`src/rtl/k12a_pkg.sv`:
```
// Shared k12a types: sequencer state encoding (STATE_IRQ always encoded).
package k12a_pkg;

  typedef enum logic [2:0] {
    STATE_FETCH1 = 3'd0,
    STATE_FETCH2 = 3'd1,
    STATE_FETCH3 = 3'd2,
    STATE_EXEC   = 3'd3,
    STATE_POP    = 3'd4,
    STATE_RJMP   = 3'd5,
    STATE_HALT   = 3'd6,
    STATE_IRQ    = 3'd7
  } state_t;

  // Decoder targets EXEC may legally hand off to.
  function automatic logic legal_exec_next(state_t s);
    return (s == STATE_FETCH1) || (s == STATE_POP) ||
           (s == STATE_RJMP)   || (s == STATE_HALT);
  endfunction

endpackage

```
`src/rtl/k12a_seq_wait.sv`:
```
// Memory-phase wait counter with minimum-wait and timeout compares.
module k12a_seq_wait #(
  parameter int MEM_WAIT = 0,
  parameter int WAIT_W   = 4,
  parameter int MAX_WAIT = 15
) (
  input  logic              clock,
  input  logic              reset_n,
  input  logic              clear,
  input  logic              count,
  output logic [WAIT_W-1:0] wait_count,
  output logic              ready_ok,
  output logic              timeout
);

  always_ff @(posedge clock) begin
    if (!reset_n)   wait_count <= '0;
    else if (clear) wait_count <= '0;
    else if (count) wait_count <= wait_count + WAIT_W'(1);
  end

  // A zero minimum wait makes every cycle eligible; avoids an always-true compare.
  generate
    if (MEM_WAIT == 0) begin : g_nowait
      assign ready_ok = 1'b1;
    end else begin : g_wait
      assign ready_ok = (wait_count >= WAIT_W'(MEM_WAIT));
    end
  endgenerate

  assign timeout = (wait_count == WAIT_W'(MAX_WAIT));

endmodule

```
`src/rtl/k12a_sequencer.sv`:
```
// K12A instruction sequencer: fetch/exec state machine with memory waits and bus timeout.
// Optional interrupt entry state enabled by defining K12A_SEQ_IRQ_EN.
module k12a_sequencer
  import k12a_pkg::*;
#(
  parameter int MEM_WAIT = 0,
  parameter int WAIT_W   = 4,
  parameter int MAX_WAIT = 15,
  parameter int CNT_W    = 16
) (
  input  logic              clock,
  input  logic              reset_n,
  input  logic              exec_mem,
  input  state_t            exec_next,
  input  logic              mem_ready,
  input  logic              wake,
`ifdef K12A_SEQ_IRQ_EN
  input  logic              irq,
  output logic              irq_ack,
`endif
  output state_t            state,
  output logic              advance,
  output logic              mem_busy,
  output logic [WAIT_W-1:0] wait_count,
  output logic [CNT_W-1:0]  retired,
  output logic              bus_error
);

  state_t state_next;
  logic   mem_phase, ready_ok, timeout, fire_to, halt_leave, irq_req;

`ifdef K12A_SEQ_IRQ_EN
  assign irq_req = irq;
  assign irq_ack = (state == STATE_IRQ);
`else
  assign irq_req = 1'b0;
`endif

  k12a_seq_wait #(
    .MEM_WAIT(MEM_WAIT),
    .WAIT_W  (WAIT_W),
    .MAX_WAIT(MAX_WAIT)
  ) u_wait (
    .clock     (clock),
    .reset_n   (reset_n),
    .clear     (!mem_phase || advance || timeout),
    .count     (mem_busy),
    .wait_count(wait_count),
    .ready_ok  (ready_ok),
    .timeout   (timeout)
  );

  always_ff @(posedge clock) begin
    if (!reset_n) state <= STATE_FETCH1;
    else          state <= state_next;
  end

  always_ff @(posedge clock) begin
    if (!reset_n)     bus_error <= 1'b0;
    else if (fire_to) bus_error <= 1'b1;
  end

  always_ff @(posedge clock) begin
    if (!reset_n)                           retired <= '0;
    else if (state == STATE_EXEC && advance) retired <= retired + CNT_W'(1);
  end

  always_comb begin
    state_next = state;
    case (state)
      STATE_FETCH1: if (advance) state_next = STATE_FETCH2;
                    else if (fire_to) state_next = STATE_HALT;
      STATE_FETCH2: if (advance) state_next = STATE_FETCH3;
                    else if (fire_to) state_next = STATE_HALT;
      STATE_FETCH3: state_next = STATE_EXEC;
      STATE_EXEC:   if (advance) state_next = legal_exec_next(exec_next) ? exec_next : STATE_FETCH1;
                    else if (fire_to) state_next = STATE_HALT;
      STATE_POP,
      STATE_RJMP:   state_next = STATE_FETCH1;
      STATE_HALT:   if (halt_leave) state_next = STATE_FETCH1;
      default:      state_next = STATE_FETCH1;
    endcase
    // Interrupts are taken on the way into FETCH1, never out of STATE_IRQ itself.
    if (irq_req && state_next == STATE_FETCH1 && state != STATE_IRQ && state != STATE_FETCH1)
      state_next = STATE_IRQ;
  end

  always_comb begin
    mem_phase  = (state == STATE_FETCH1) || (state == STATE_FETCH2) ||
                 (state == STATE_EXEC && exec_mem);
    halt_leave = !bus_error && (wake || irq_req);
    advance    = 1'b1;
    if (mem_phase)                advance = ready_ok && mem_ready;
    else if (state == STATE_HALT) advance = halt_leave;
    mem_busy   = mem_phase && !advance;
    fire_to    = mem_busy && timeout;
  end

endmodule
```
`config.mk`:
```
export PLATFORM = sky130hd
export DESIGN_NAME = k12a_sequencer
export DESIGN_NICKNAME = d
export VERILOG_FILES = /design/src/rtl/k12a_pkg.sv /design/src/rtl/k12a_seq_wait.sv /design/src/rtl/k12a_sequencer.sv
export SDC_FILE = /design/constraint.sdc
export NUM_CORES = 1
export LEC_CHECK = 0
export ABC_AREA = 1
export CORE_MARGIN = 4
export CORE_UTILIZATION = 30
export CTS_CLUSTER_SIZE = 24
export DETAILED_ROUTE_END_ITERATION = 8
export PLACE_DENSITY_LB_ADDON = 0.3
export SLEW_MARGIN = 15
export SYNTH_ARGS = -nofsm -noshare
export SYNTH_HDL_FRONTEND = slang
export SYNTH_SLANG_ARGS = --single-unit
```
`constraint.sdc`:
```
create_clock -name clock -period 1.4 [get_ports clock]
set_clock_uncertainty 0.1 [all_clocks]
set_input_delay 0.28 -clock clock [delete_from_list [all_inputs] [get_ports clock]]
set_output_delay 0.28 -clock clock [all_outputs]
set_load 0.02 [all_outputs]
```
# --- Word-level counts from Yosys, hierarchy flattened ---
# Index checks and enable logic that the tools add are counted.
totals:
  reg_bits: 24
  inputBits: 8
  out_inout_bits: 26
  wordCells: 43
classes:
  addsub: 2
  n_eq_ne: 9
  mux: 9
  n_bitwise: 1
  reduce_logical: 18
op_table:
  columns: ["cell", "n"]
  rows:
  - ["two-way mux 3 bit", 6]
  - ["adder 16 x 1 -> 16 bit (second input constant)", 1]
  - ["case mux 3 bit (5 select lines)", 1]
  - ["== test 3 bit (second input constant)", 4]
  - ["logical OR 1 bit", 7]
  - ["== test 3 x 2 -> 1 bit (second input constant)", 2]
  - ["logical NOT 3 bit", 2]
  - ["logical AND 1 bit", 5]
  - ["adder 4 x 1 -> 4 bit (second input constant)", 1]
  - ["== test 4 bit (second input constant)", 1]
  - ["== test 3 x 1 -> 1 bit (second input constant)", 1]
  - ["logical NOT 1 bit", 3]
  - ["two-way mux 1 bit", 2]
  - ["!= test 2 bit (second input constant)", 1]
  - ["OR reduction 2 bit", 1]
  - ["inverter 1 bit", 1]

# --- Logic depth before layout (Yosys ltp) ---
depth:
  word_depth: 10
  depth_mapped: 10

# --- Cells and area by module ---
# From an unflattened synthesis, not the netlist that was laid out.
hier_totals:
  cells_unflattened: 231
  hier_area_um2: 1446.4
by_module_without_submodules:
  columns: ["module", "n_inst", "cells_each", "area_per_inst_um2"]
  rows:
  - ["k12a_sequencer", 1, 204, 1253.7]
  - ["k12a_seq_wait", 1, 27, 192.7]

# --- Worst setup path after synthesis ---
# OpenSTA, ideal clock, no wires.
synth_path:
  path_kind: "reg2reg"
  from: "register retired[0]"
  to: "register retired[14]"
  setup_time_ns: 0.134
  arrival_ns: 1.313
  t_required_ns: 1.166
  setup_slack_ns: -0.147
  stages_incl_launch_ff: 9
  synth_period_minus_slack_ns: 1.547
  cell_sequence: "dfxtp_1 ha_1 nand3_1 nor2_1 nand3_1 nand2_1 nand2_1 nand2_1 a21oi_1"
synth_between:
  elab_chain_cells: 1
synth_lines:
  columns: ["element", "line", "rtl"]
  rows:
  - ["start, declared", "k12a_sequencer.sv:25", "output logic [CNT_W-1:0] retired,"]
  - ["start signal, assigned", "k12a_sequencer.sv:65", "else if (state == STATE_EXEC && advance) retired <= retired + CNT_W'(1);"]
  - ["adder 16 x 1 -> 16 bit", "k12a_sequencer.sv:65", null]
# Every way passes these cells.
# A chain may end at the register's enable or synchronous reset.

# --- Worst setup path in the final report ---
layout_path:
  from: "register state[2]"
  to: "register retired[11]"
layout_between:
  elab_chain_cells: 5
  word_cells_on_any_way: 10
  cone_classes: "3 x eq/ne; 2 x mux; 5 x reduce/logical"
layout_lines:
  columns: ["element", "line", "rtl"]
  rows:
  - ["start, declared", "k12a_sequencer.sv:21", "output state_t state,"]
  - ["start signal, assigned", "k12a_sequencer.sv:55", "else state <= state_next;"]
  - ["== test 3 x 1 -> 1 bit (tied with other cells)", "k12a_sequencer.sv:89", "mem_phase = (state == STATE_FETCH1) || (state == STATE_FETCH2) ||"]
  - ["logical OR 1 bit or logical AND 1 bit (tied branches)", "k12a_sequencer.sv:89, k12a_sequencer.sv:90", null]
  - ["logical OR 1 bit", "k12a_sequencer.sv:89", null]
  - ["two-way mux 1 bit", "k12a_sequencer.sv:93", "if (mem_phase) advance = ready_ok && mem_ready;"]
  - ["logical AND 1 bit *", "k12a_sequencer.sv:65", null]
# Every way passes the cells marked *; elsewhere a longest branch is shown, timed or not.

==> impl_metrics.yaml <==
logic_synthesis:
  async_flop_share_pct: 0
  avgSynthCellArea_um2: 6.42
  ys_seq_area_share_pct: 36.0
  synth.most_common_cell: "nand2_1"
  yosys_warnings: 0
  syn_inst: 208
  synth_seq_cells: 24
  synthDistinctLibCells: 25
  synth.net_count: 218
  synth_top_area_share_pct: 36.0
  syn-cell-area_mm2: 0.00134
  ys.flop_type: "dfxtp_1"
  synth_common_cells: "nand2_1, nor2_1, dfxtp_1"
  synth_area_leaders: "dfxtp_1, nand2_1, nor2_1"
  yosysTopAreaCell: "dfxtp_1"
  synth_edf_count: 0
critical_path:
  worstPathArrival_ns: 1.66
  start_kind: "flip-flop"
  endpoint_kind: "flip-flop"
  path_class: "reg2reg"
  critPathMaxFanout: 6
  required_ns: 1.50
layout:
  multi_input_area_mm2: 0.00103
  regArea_um2: 512
  nNetsFinal: 311
  num_antenna_cells: 0
  drive_gt1_share_pct: 47.2
  area_growth_syn_to_layout_pct: 90.1
  fin_cells: 349
  fillers: 371
routing:
  routed_wl_um: 4470
  firstDrtPassIters: 4
  vias: 1695
  ant_nets: 0
  dr.first_iter.drc_count: 50
  avgViaCountPerCell: 4.86
  drc: 0
  wl_per_cell_um: 12.8
timing:
  slew_violations: 0
  setup_violations: 19
  min_period_over_period_pct: 111
  maxSlewHeadroom_pct: 82.0
  rsz0062_at_grt: "true"
  clock.fmax_mhz: 641
  holdWs_ns: 0.332
  worst_pin_slew_ns: 0.268
  fin_ws_ns: -0.160
  timing.setup.tns_ns: -1.83
  hold_viol: 0
  period_minus_slack_ns: 1.56
clock_network:
  clock_tree.buffer_depth: 2
  htree_levels: 1
  cts_tree: "done"
  clock_latency_ns: 0.27
  cts.sinks: 24
  cts_hold_buffers: 0
  cts_buffers: 3
  path_clk_slew_ns: 0.08
  clockRootBuffer: "clkbuf_8"
global_routing:
  grt_first_pass_wirelength_um: 6640
  grt_max_degree: 13
  grt.overflow.total: 0
  grt_antenna_before_repair: 0
  first_global_vias: 1564
  grt_use_total_pct: 15.4
pwr:
  p_leak_nw: 1.15
  p_per_area_mw_per_mm2: 625
  worst_ir_drop_vdd_mv: 0.477
job:
  maxCapViolCount: 0
floorplanning:
  die_h_um: 74.7
  die-area_mm2: 0.00558
  ioPinCount: 34
  coreArea_mm2: 0.00414
  rows: 23
  die_w_um: 74.7
  initial_utilization_pct: 32.2
hold_path:
  hp-class: "reg2reg"
place:
  pre_cts_slack_ns: -0.577
  dp_hpwl_um: 2790
  place_congestion: 0.824
  numPlacedInstances: 326
  port-buffer-count: 33
run_status:
  violations: "negative setup slack"
  run_status: "complete, but fails checks"
## through the flow
stage	cell area, µm²	power [W]	util, %
after global placement	2010	0.00103	48.5
after CTS	2210	0.00150	53.3
after detailed placement	2010	0.00103	48.5
after floorplan	1350	0.000882	-
after global routing	2540	0.00168	61.2
final	2540	0.00159	61.2
## worst max-delay path: stages, from the launching register on
cell      delay (ns)
dfxtp_4         0.38
buf_6           0.12
inv_4           0.05
nand2_4         0.05
nor2_4          0.12
nand3_4         0.19
buf_6           0.19
clkinv_8        0.08
nand2_4         0.05
a21oi_2         0.15
## cell usage in the layout (no fill, tap or decap), types with 8 or more instances in the layout
master / netlist / layout
inv_1: 15 / 13
dlygate4sd2_1: 0 / 15
nand3_1: 16 / 12
nand2_1: 69 / 50
buf_4: 2 / 45
nor2_1: 28 / 21
nand2_4: 0 / 10
a21oi_1: 18 / 8
a21oi_2: 1 / 10
nand2_2: 1 / 10
dfxtp_1: 24 / 11
buf_6: 0 / 13
## power by group
group | total, W | internal [W] | switching, W
Clock | 0.000415 | 0.000193 | 0.000222
Sequential | 0.000721 | 0.000698 | 0.0000239
Combinational | 0.000451 | 0.000226 | 0.000225
## cell type report
| type | count | area share, % |
|---|---|---|
| Inverter | 19 | 3.40 |
| Tap cell | 50 | 2.47 |
| Sequential cell | 24 | 20.2 |
| Timing Repair Buffer | 90 | 31.3 |
| Multi-Input combinational cell | 162 | 40.4 |
| Timing Repair inverter | 1 | 0.641 |
| Clock buffer | 3 | 1.63 |
## routing by layer
layer / routed length [µm] / part of all wire, % / global-route usage (%)
met3: 228 / 5.1 / 3.07
met5: 0 / 0 / 0
met4: 80 / 1.8 / 6.32
met1: 1820 / 41 / 17.2
met2: 2340 / 52 / 28.3
## sequential cells by signal (all words and copies together) (netlist names)
signal,cells
bus_error,1
state,3
u_wait.wait_count,4
retired,16
## cells by family (layout without fill, tap and decap cells)
family	Yosys count	count (layout)	share of synthesized area, %
DFF	24	24	36.0
xor gates and xnor gates	4	4	2.62
and+or+nand+nor	131	132	43.0
buffers and inverters	23	113	7.03
AOI/OAI and AO/OA	24	24	9.47
adders and majority gates	2	2	1.87
## final timing paths
kind	start	to	slack, ns	depth (start not counted)
setup / recovery	state[2]	retired[11]	-0.16	9
hold / removal	u_wait.wait_count[0]	u_wait.wait_count[0]	0.33	1
setup reg to reg	state[2]	retired[11]	-0.16	9
hold reg to reg	u_wait.wait_count[0]	u_wait.wait_count[0]	0.33	1
## what timing repair did
item,CTS,global route
cloned,2,0
gates resized for setup,76,82
buffers inserted,7,13
endpoints found under the setup margin,43,32
pin swaps,7,29
No activity file was read; power rests on OpenSTA's default activity.
